File: src/rtl/inst_fetch_decode_pkg.sv
// Shared types and constants for the instruction fetch/decode sequencer.
// Optional feature macro used by this slice: IFD_PERF_CNT_EN.
package ifd_pkg;

  localparam int PC_W    = 7;
  localparam int INST_W  = 9;
  localparam int LUT_IDX = 4;
  localparam int LUT_N   = 16;

  typedef enum logic [2:0] {
    OP_ADD  = 3'b000,
    OP_SUB  = 3'b001,
    OP_AND  = 3'b010,
    OP_RSVD = 3'b011,
    OP_LDR  = 3'b100,
    OP_STR  = 3'b101,
    OP_BR   = 3'b110,
    OP_BRZ  = 3'b111
  } opcode_e;

  typedef enum logic [1:0] {
    ST_IDLE  = 2'd0,
    ST_FETCH = 2'd1,
    ST_EXEC  = 2'd2,
    ST_HALT  = 2'd3
  } state_e;

  // Branch targets indexed by the low instruction bits; unused slots are 0.
  localparam logic [PC_W-1:0] BR_LUT [LUT_N] = '{
    0: 7'd22, 1: 7'd22, 2: 7'd25, 3: 7'd40,
    4: 7'd46, 5: 7'd44, 6: 7'd51, 7: 7'd59,
    default: 7'd0
  };

endpackage

File: src/rtl/inst_fetch_decode_if.sv
// Bus between the fetch/decode sequencer, the instruction ROM and the datapath.
// Carries inst_count_o only when IFD_PERF_CNT_EN is defined.
interface inst_fetch_decode_if;
  import ifd_pkg::*;

  logic              start_i;
  logic [PC_W-1:0]   inst_address_o;
  logic [INST_W-1:0] inst_in_i;
  logic              valid_o;
  logic              ack_i;
  logic              zero_i;
  logic [2:0]        opcode_o;
  logic [2:0]        rd_o;
  logic [2:0]        rs_o;
  logic [5:0]        addr6_o;
  logic              done_o;
  logic              illegal_op_o;
`ifdef IFD_PERF_CNT_EN
  logic [15:0]       inst_count_o;

  modport master (
    output start_i, inst_in_i, ack_i, zero_i,
    input  inst_address_o, valid_o, opcode_o, rd_o, rs_o, addr6_o,
           done_o, illegal_op_o, inst_count_o
  );

  modport slave (
    input  start_i, inst_in_i, ack_i, zero_i,
    output inst_address_o, valid_o, opcode_o, rd_o, rs_o, addr6_o,
           done_o, illegal_op_o, inst_count_o
  );
`else
  modport master (
    output start_i, inst_in_i, ack_i, zero_i,
    input  inst_address_o, valid_o, opcode_o, rd_o, rs_o, addr6_o,
           done_o, illegal_op_o
  );

  modport slave (
    input  start_i, inst_in_i, ack_i, zero_i,
    output inst_address_o, valid_o, opcode_o, rd_o, rs_o, addr6_o,
           done_o, illegal_op_o
  );
`endif

endinterface

File: src/rtl/inst_fetch_decode_branch_lut.sv
// Combinational branch-target lookup: LUT index -> absolute PC.
module branch_lut
  import ifd_pkg::*;
(
  input  logic [LUT_IDX-1:0] idx_i,
  output logic [PC_W-1:0]    target_o
);

  assign target_o = BR_LUT[idx_i];

endmodule

File: src/rtl/inst_fetch_decode.sv
// Instruction fetch/decode sequencer: owns the PC, latches ROM words into IR,
// presents decoded fields, resolves BR/BRZ and detects program halt.
// IFD_PERF_CNT_EN adds a saturating executed-instruction counter.
module inst_fetch_decode
  import ifd_pkg::*;
(
  input  logic                clk,
  input  logic                rst,
  inst_fetch_decode_if.slave  bus
);

  localparam logic [PC_W-1:0] PC_MAX = {PC_W{1'b1}};

  state_e            state_q;
  logic [PC_W-1:0]   pc_q;
  logic [INST_W-1:0] ir_q;
  logic              valid_q;
  logic              done_q;
  logic              illegal_q;

  opcode_e           op_s;
  logic [PC_W-1:0]   lut_target_s;
  logic              take_s;
  logic              halt_s;
  logic [PC_W-1:0]   pc_d;
  logic              start_ok_s;

  assign op_s       = opcode_e'(ir_q[8:6]);
  assign start_ok_s = bus.start_i && ((state_q == ST_IDLE) || (state_q == ST_HALT));

  branch_lut u_branch_lut (
    .idx_i    (ir_q[LUT_IDX-1:0]),
    .target_o (lut_target_s)
  );

  // Next-PC and halt detection for the instruction held in IR.
  always_comb begin
    take_s = 1'b0;
    halt_s = 1'b0;
    pc_d   = pc_q;
    case (op_s)
      OP_BR:   take_s = 1'b1;
      OP_BRZ:  take_s = bus.zero_i;
      default: take_s = 1'b0;
    endcase
    if (take_s) begin
      pc_d   = lut_target_s;
      halt_s = (lut_target_s == pc_q);
    end else begin
      pc_d   = pc_q + 7'd1;
      halt_s = (pc_q == PC_MAX);
    end
  end

  // Sequencer FSM with registered PC, IR and status outputs.
  always_ff @(posedge clk or posedge rst) begin
    if (rst) begin
      state_q   <= ST_IDLE;
      pc_q      <= 7'd0;
      ir_q      <= 9'd0;
      valid_q   <= 1'b0;
      done_q    <= 1'b0;
      illegal_q <= 1'b0;
    end else begin
      case (state_q)
        ST_IDLE, ST_HALT: begin
          valid_q <= 1'b0;
          if (bus.start_i) begin
            state_q   <= ST_FETCH;
            pc_q      <= 7'd0;
            done_q    <= 1'b0;
            illegal_q <= 1'b0;
          end
        end
        ST_FETCH: begin
          ir_q    <= bus.inst_in_i;
          valid_q <= 1'b1;
          state_q <= ST_EXEC;
        end
        ST_EXEC: begin
          if (bus.ack_i) begin
            valid_q <= 1'b0;
            if (op_s == OP_RSVD) begin
              illegal_q <= 1'b1;
            end
            if (halt_s) begin
              state_q <= ST_HALT;
              done_q  <= 1'b1;
            end else begin
              pc_q    <= pc_d;
              state_q <= ST_FETCH;
            end
          end
        end
        default: begin
          state_q <= ST_IDLE;
          valid_q <= 1'b0;
        end
      endcase
    end
  end

  assign bus.inst_address_o = pc_q;
  assign bus.valid_o        = valid_q;
  assign bus.opcode_o       = ir_q[8:6];
  assign bus.rd_o           = ir_q[5:3];
  assign bus.rs_o           = ir_q[2:0];
  assign bus.addr6_o        = ir_q[5:0];
  assign bus.done_o         = done_q;
  assign bus.illegal_op_o   = illegal_q;

`ifdef IFD_PERF_CNT_EN
  logic [15:0] inst_count_q;

  // Saturating count of instructions acknowledged by the datapath.
  always_ff @(posedge clk or posedge rst) begin
    if (rst) begin
      inst_count_q <= 16'd0;
    end else if (start_ok_s) begin
      inst_count_q <= 16'd0;
    end else if ((state_q == ST_EXEC) && bus.ack_i && (inst_count_q != 16'hFFFF)) begin
      inst_count_q <= inst_count_q + 16'd1;
    end
  end

  assign bus.inst_count_o = inst_count_q;
`else
  logic unused_start_ok_s;
  assign unused_start_ok_s = start_ok_s;
`endif

endmodule
File: src/flat_wrapper.sv
// flat-port wrapper written by rule: the top's interface ports become plain ports
module inst_fetch_decode_flat import ifd_pkg::*;
  (clk, rst, bus_start_i, bus_inst_in_i, bus_ack_i, bus_zero_i, bus_inst_address_o, bus_valid_o, bus_opcode_o, bus_rd_o, bus_rs_o, bus_addr6_o, bus_done_o, bus_illegal_op_o);
  inst_fetch_decode_if bus_i ();
  input  logic clk;
  input  logic rst;
  input wire logic [$bits(bus_i.start_i)-1:0] bus_start_i;
  input wire logic [$bits(bus_i.inst_in_i)-1:0] bus_inst_in_i;
  input wire logic [$bits(bus_i.ack_i)-1:0] bus_ack_i;
  input wire logic [$bits(bus_i.zero_i)-1:0] bus_zero_i;
  output wire logic [$bits(bus_i.inst_address_o)-1:0] bus_inst_address_o;
  output wire logic [$bits(bus_i.valid_o)-1:0] bus_valid_o;
  output wire logic [$bits(bus_i.opcode_o)-1:0] bus_opcode_o;
  output wire logic [$bits(bus_i.rd_o)-1:0] bus_rd_o;
  output wire logic [$bits(bus_i.rs_o)-1:0] bus_rs_o;
  output wire logic [$bits(bus_i.addr6_o)-1:0] bus_addr6_o;
  output wire logic [$bits(bus_i.done_o)-1:0] bus_done_o;
  output wire logic [$bits(bus_i.illegal_op_o)-1:0] bus_illegal_op_o;
  assign bus_i.start_i = bus_start_i;
  assign bus_i.inst_in_i = bus_inst_in_i;
  assign bus_i.ack_i = bus_ack_i;
  assign bus_i.zero_i = bus_zero_i;
  assign bus_inst_address_o = bus_i.inst_address_o;
  assign bus_valid_o = bus_i.valid_o;
  assign bus_opcode_o = bus_i.opcode_o;
  assign bus_rd_o = bus_i.rd_o;
  assign bus_rs_o = bus_i.rs_o;
  assign bus_addr6_o = bus_i.addr6_o;
  assign bus_done_o = bus_i.done_o;
  assign bus_illegal_op_o = bus_i.illegal_op_o;
  inst_fetch_decode u_core (.clk(clk), .rst(rst), .bus(bus_i));
endmodule
File: config.mk
export PLATFORM = sky130hd
export DESIGN_NAME = inst_fetch_decode_flat
export DESIGN_NICKNAME = d
export VERILOG_FILES = /design/src/rtl/inst_fetch_decode_pkg.sv /design/src/rtl/inst_fetch_decode_if.sv /design/src/rtl/inst_fetch_decode_branch_lut.sv /design/src/rtl/inst_fetch_decode.sv /design/src/flat_wrapper.sv
export SDC_FILE = /design/constraint.sdc
export NUM_CORES = 1
export LEC_CHECK = 0
export CAP_MARGIN = 30
export CELL_PAD_IN_SITES_DETAIL_PLACEMENT = 0
export CELL_PAD_IN_SITES_GLOBAL_PLACEMENT = 1
export CORE_MARGIN = 10
export CORE_UTILIZATION = 30
export DETAILED_ROUTE_END_ITERATION = 10
export GPL_TIMING_DRIVEN = 0
export PLACE_DENSITY = 0.67
export RECOVER_POWER = 100
export SYNTH_ARGS = -nofsm -noshare
export SYNTH_HDL_FRONTEND = slang
export SYNTH_SLANG_ARGS = --single-unit
File: constraint.sdc
create_clock -name clk -period 4.6 [get_ports clk]
set_clock_uncertainty 0.05 [all_clocks]
set_input_delay 0.92 -clock clk [delete_from_list [all_inputs] [get_ports clk]]
set_output_delay 0.92 -clock clk [all_outputs]
set_load 0.03 [all_outputs]
==> impl_metrics.ini <==
[yosys]
yosysUniqueCellTypes = 46
yosysSeqAreaShare_pct = 37.2
synth_top_family_by_area = compound AO/OA/AOI/OAI gates
ys_warn_count = 0
muxShareOfSynthArea_pct = 8.24
synth_area_um2 = 1410
synthFlopType = dfrtp_1
syn_avg_cell_area_um2 = 8.99
synth_edf_count = 0
ys_ff_latch = 21
async_reset_ff_share_pct = 100
synthAdderAreaFrac_pct = 3.55
synthesis.nets = 175
yosys.area_share.simple_pct = 19.1
synth-xor-area-share_pct = 1.24
syn_inst = 157
synth_compound_area_share_pct = 22.3

[clock_network]
cts_resized = 0
clkLatencyLatePin_ns = 0.27
cts_setup_buffers = 0
htreeDepth = 1
cts_tree = done
cts-root-buf = clkbuf_8
cts_hold_buf = 0
clock_sinks = 21
cts_buffers = 3
clk_pin_slew_worst_paths_ns = 0.09
ctsLongestPathBuffers = 2

[setup_path]
cpLargestDelayFamily = compound AO/OA/AOI/OAI gates
regToRegStartpoint = u_core.ir_q[3]
worstSetupPathType = input pin to flop
critPathRequiredTime_ns = 4.71
cpPeakStageDelay_ns = 0.54
endpoint_kind = flop
critical_path.cell_chain = dlygate4sd3_1 -> nor2b_1 -> nor2_1 -> a21oi_1 -> o221ai_1 -> o21a_1 -> mux2_1
slowest_stage = dlygate4sd3_1
crit_start = bus_zero_i
worst-path-buf-inv = 1
arrival_ns = 3.38
rr_endpoint = u_core.bus.inst_address_o[1]
rr_worst_depth = 6
startpoint_type = input pin
path_max_fanout = 9
rrSetupSlack_ns = 1.81

[detailed_routing]
routed_via_density = 5.31
drt_iter0_markers = 138
first_pass_iters = 4
ant_nets = 0
wl_per_cell_um = 16.3
routed_wl_um = 4100
vias = 1332
drt_drc_violations_left = 0

[power_and_ir_drop]
cellLeakagePower_nw = 0.776
p_per_area_nw_per_um2 = 700
power_mw = 1.32
peakVddDrop_mv = 0.314

[timing]
worstMarginPinSlew_ns = 0.893
rsz0062_at_grt = false
maxSlewHeadroom_pct = 40.4
setup_violations = 0
min_period_over_period_pct = 71.0
tns_ns = 0
final_max_slew_viol_count = 0
hold_violations = 0
fin_ws_ns = 1.34
fmax_mhz = 306
period_needed_ns = 3.26
hold_ws_ns = 0.466

[cells_and_area]
antennaDiodeCount = 0
area_delta_synth_final_pct = 33.6
layout.nets = 218
final_cell_area_um2 = 1890
final_util_pct = 42.4
drive_gt1_share_pct = 11.1
final_cells = 251

[global_routing]
grtUsageTotal_pct = 11.3
antenna_found_initial = 0
grt_overflow = 0
grt_pass1_vias = 1428
grt_max_degree = 22
grt_pass1_wl_um = 7130

[floorplanning]
die_h_um = 88.6
die_x_um = 88.6
coreArea_um2 = 4440
rows = 24
ios = 39
die_area_um2 = 7850
start_util_pct = 31.8

[place]
place_inst = 247
port_buffers = 38
routabilityCongestion = 0.869
post-place-ws_ns = 1.35
dpl.hpwl_um = 3170
dpl_cell_area_um2 = 1860

[hold_path]
min_path_cells = 1
whs_endpoint = u_core.bus.valid_o
hp-start = u_core.bus.valid_o
hold_class = flop to flop

[run]
maxCapViolCount = 0

[outcome]
status = finished clean
## cells in the mapped netlist, types with 3 or more instances
library cell  number  area share [%]
dfrtp_1           21              37
nor2_1            15             4.0
nand2_1           12             3.2
a21oi_1           10             3.5
inv_1              9             2.4
mux2_2             9             7.2
o21ai_0            8             2.8
buf_4              6             3.2
nor2b_1            5             2.2
clkbuf_1           4             1.1
ha_1               4             3.5
o31ai_1            4             2.1
a31oi_1            3             1.3
a32o_1             3             2.1
and2_1             3             1.3
nand3_1            3             1.1
or3_1              3             1.3
## state kept, by name (all words and copies together), names as in the netlist
register / count
u_core.state_q: 2
u_core.bus.done_o: 1
u_core.ir_q: 9
u_core.bus.inst_address_o: 7
u_core.bus.illegal_op_o: 1
u_core.bus.valid_o: 1
## report_power, final
part           total, mW  leakage [nW]  internal, mW  switching [mW]
Clock              0.130        0.0255        0.0606          0.0694
Sequential         0.323         0.266         0.251          0.0727
Combinational      0.867         0.485         0.354           0.513
Total               1.32         0.776         0.665           0.655
## how the worst max path moves through the flow
stage / slack [ns] / end / cells past startpoint
final: 1.34 / u_core.bus.inst_address_o[1] / 7
after global routing: 1.10 / u_core.bus.inst_address_o[1] / 7
after CTS: 1.64 / u_core.bus.inst_address_o[1] / 8
after detailed placement: 1.35 / u_core.bus.inst_address_o[1] / 8
after global placement: 1.37 / u_core.bus.inst_address_o[1] / 8
after floorplan: 1.93 / u_core.bus.inst_address_o[1] / 7
## routing by layer
layer  routed length (um)  track usage, %  part of all wire, %  vias up
met5                    0               0                    0        -
li1                     -               -                    -      648
met3                  288            3.49                  7.0        5
met1                 1830            14.2                   45      644
met2                 1940            18.7                   47       35
met4                   36            2.64                 0.88        0
## layout make-up
| type | count | area (um^2) |
|---|---|---|
| tap | 52 | 65.1 |
| inverter | 9 | 33.8 |
| timing repair buffer | 38 | 380 |
| multi-input combinational | 113 | 749 |
| buffer | 14 | 85.1 |
| fill | 460 | 2560 |
| clock inverter | 1 | 5.00 |
| sequential | 21 | 526 |
| clock buffer | 3 | 41.3 |
## worst register-to-register path: stages (launching register included)
cell	delay, ns
dfrtp_1	0.44
clkbuf_1	0.25
or3_1	0.47
o2111a_1	0.24
o221ai_1	0.50
o21a_1	0.36
mux2_1	0.35
## placed cells by master, fill, tap and decap left out, drive strengths merged, types with 2 or more instances in the layout
cell           netlist  layout
o221ai               3       3
nor3b                2       2
or3                  3       3
buf                 10       9
a21oi               10      10
nor3                 2       2
a31oi                3       3
nand2               12      12
clkdlybuf4s50        0       9
dlygate4sd3          0      29
nand3                3       3
nand2b               2       2
ha                   4       4
o31ai                4       4
dfrtp               21      21
o22ai                2       2
mux2                10      10
nor2b                5       5
and2                 3       3
o21a                 2       2
clkbuf               4       8
inv                  9       9
nor2                15      15
a32o                 3       3
o21ai                9       9
## logic make-up after synthesis
group / count (synthesis)
xor gates and xnor gates: 2
DFF: 21
AOI/OAI and AO/OA: 44
buffers and inverters: 23
and+or+nand+nor: 53
adders and majority gates: 4
muxes: 10
Note: power is estimated with default switching activity, not from simulation.
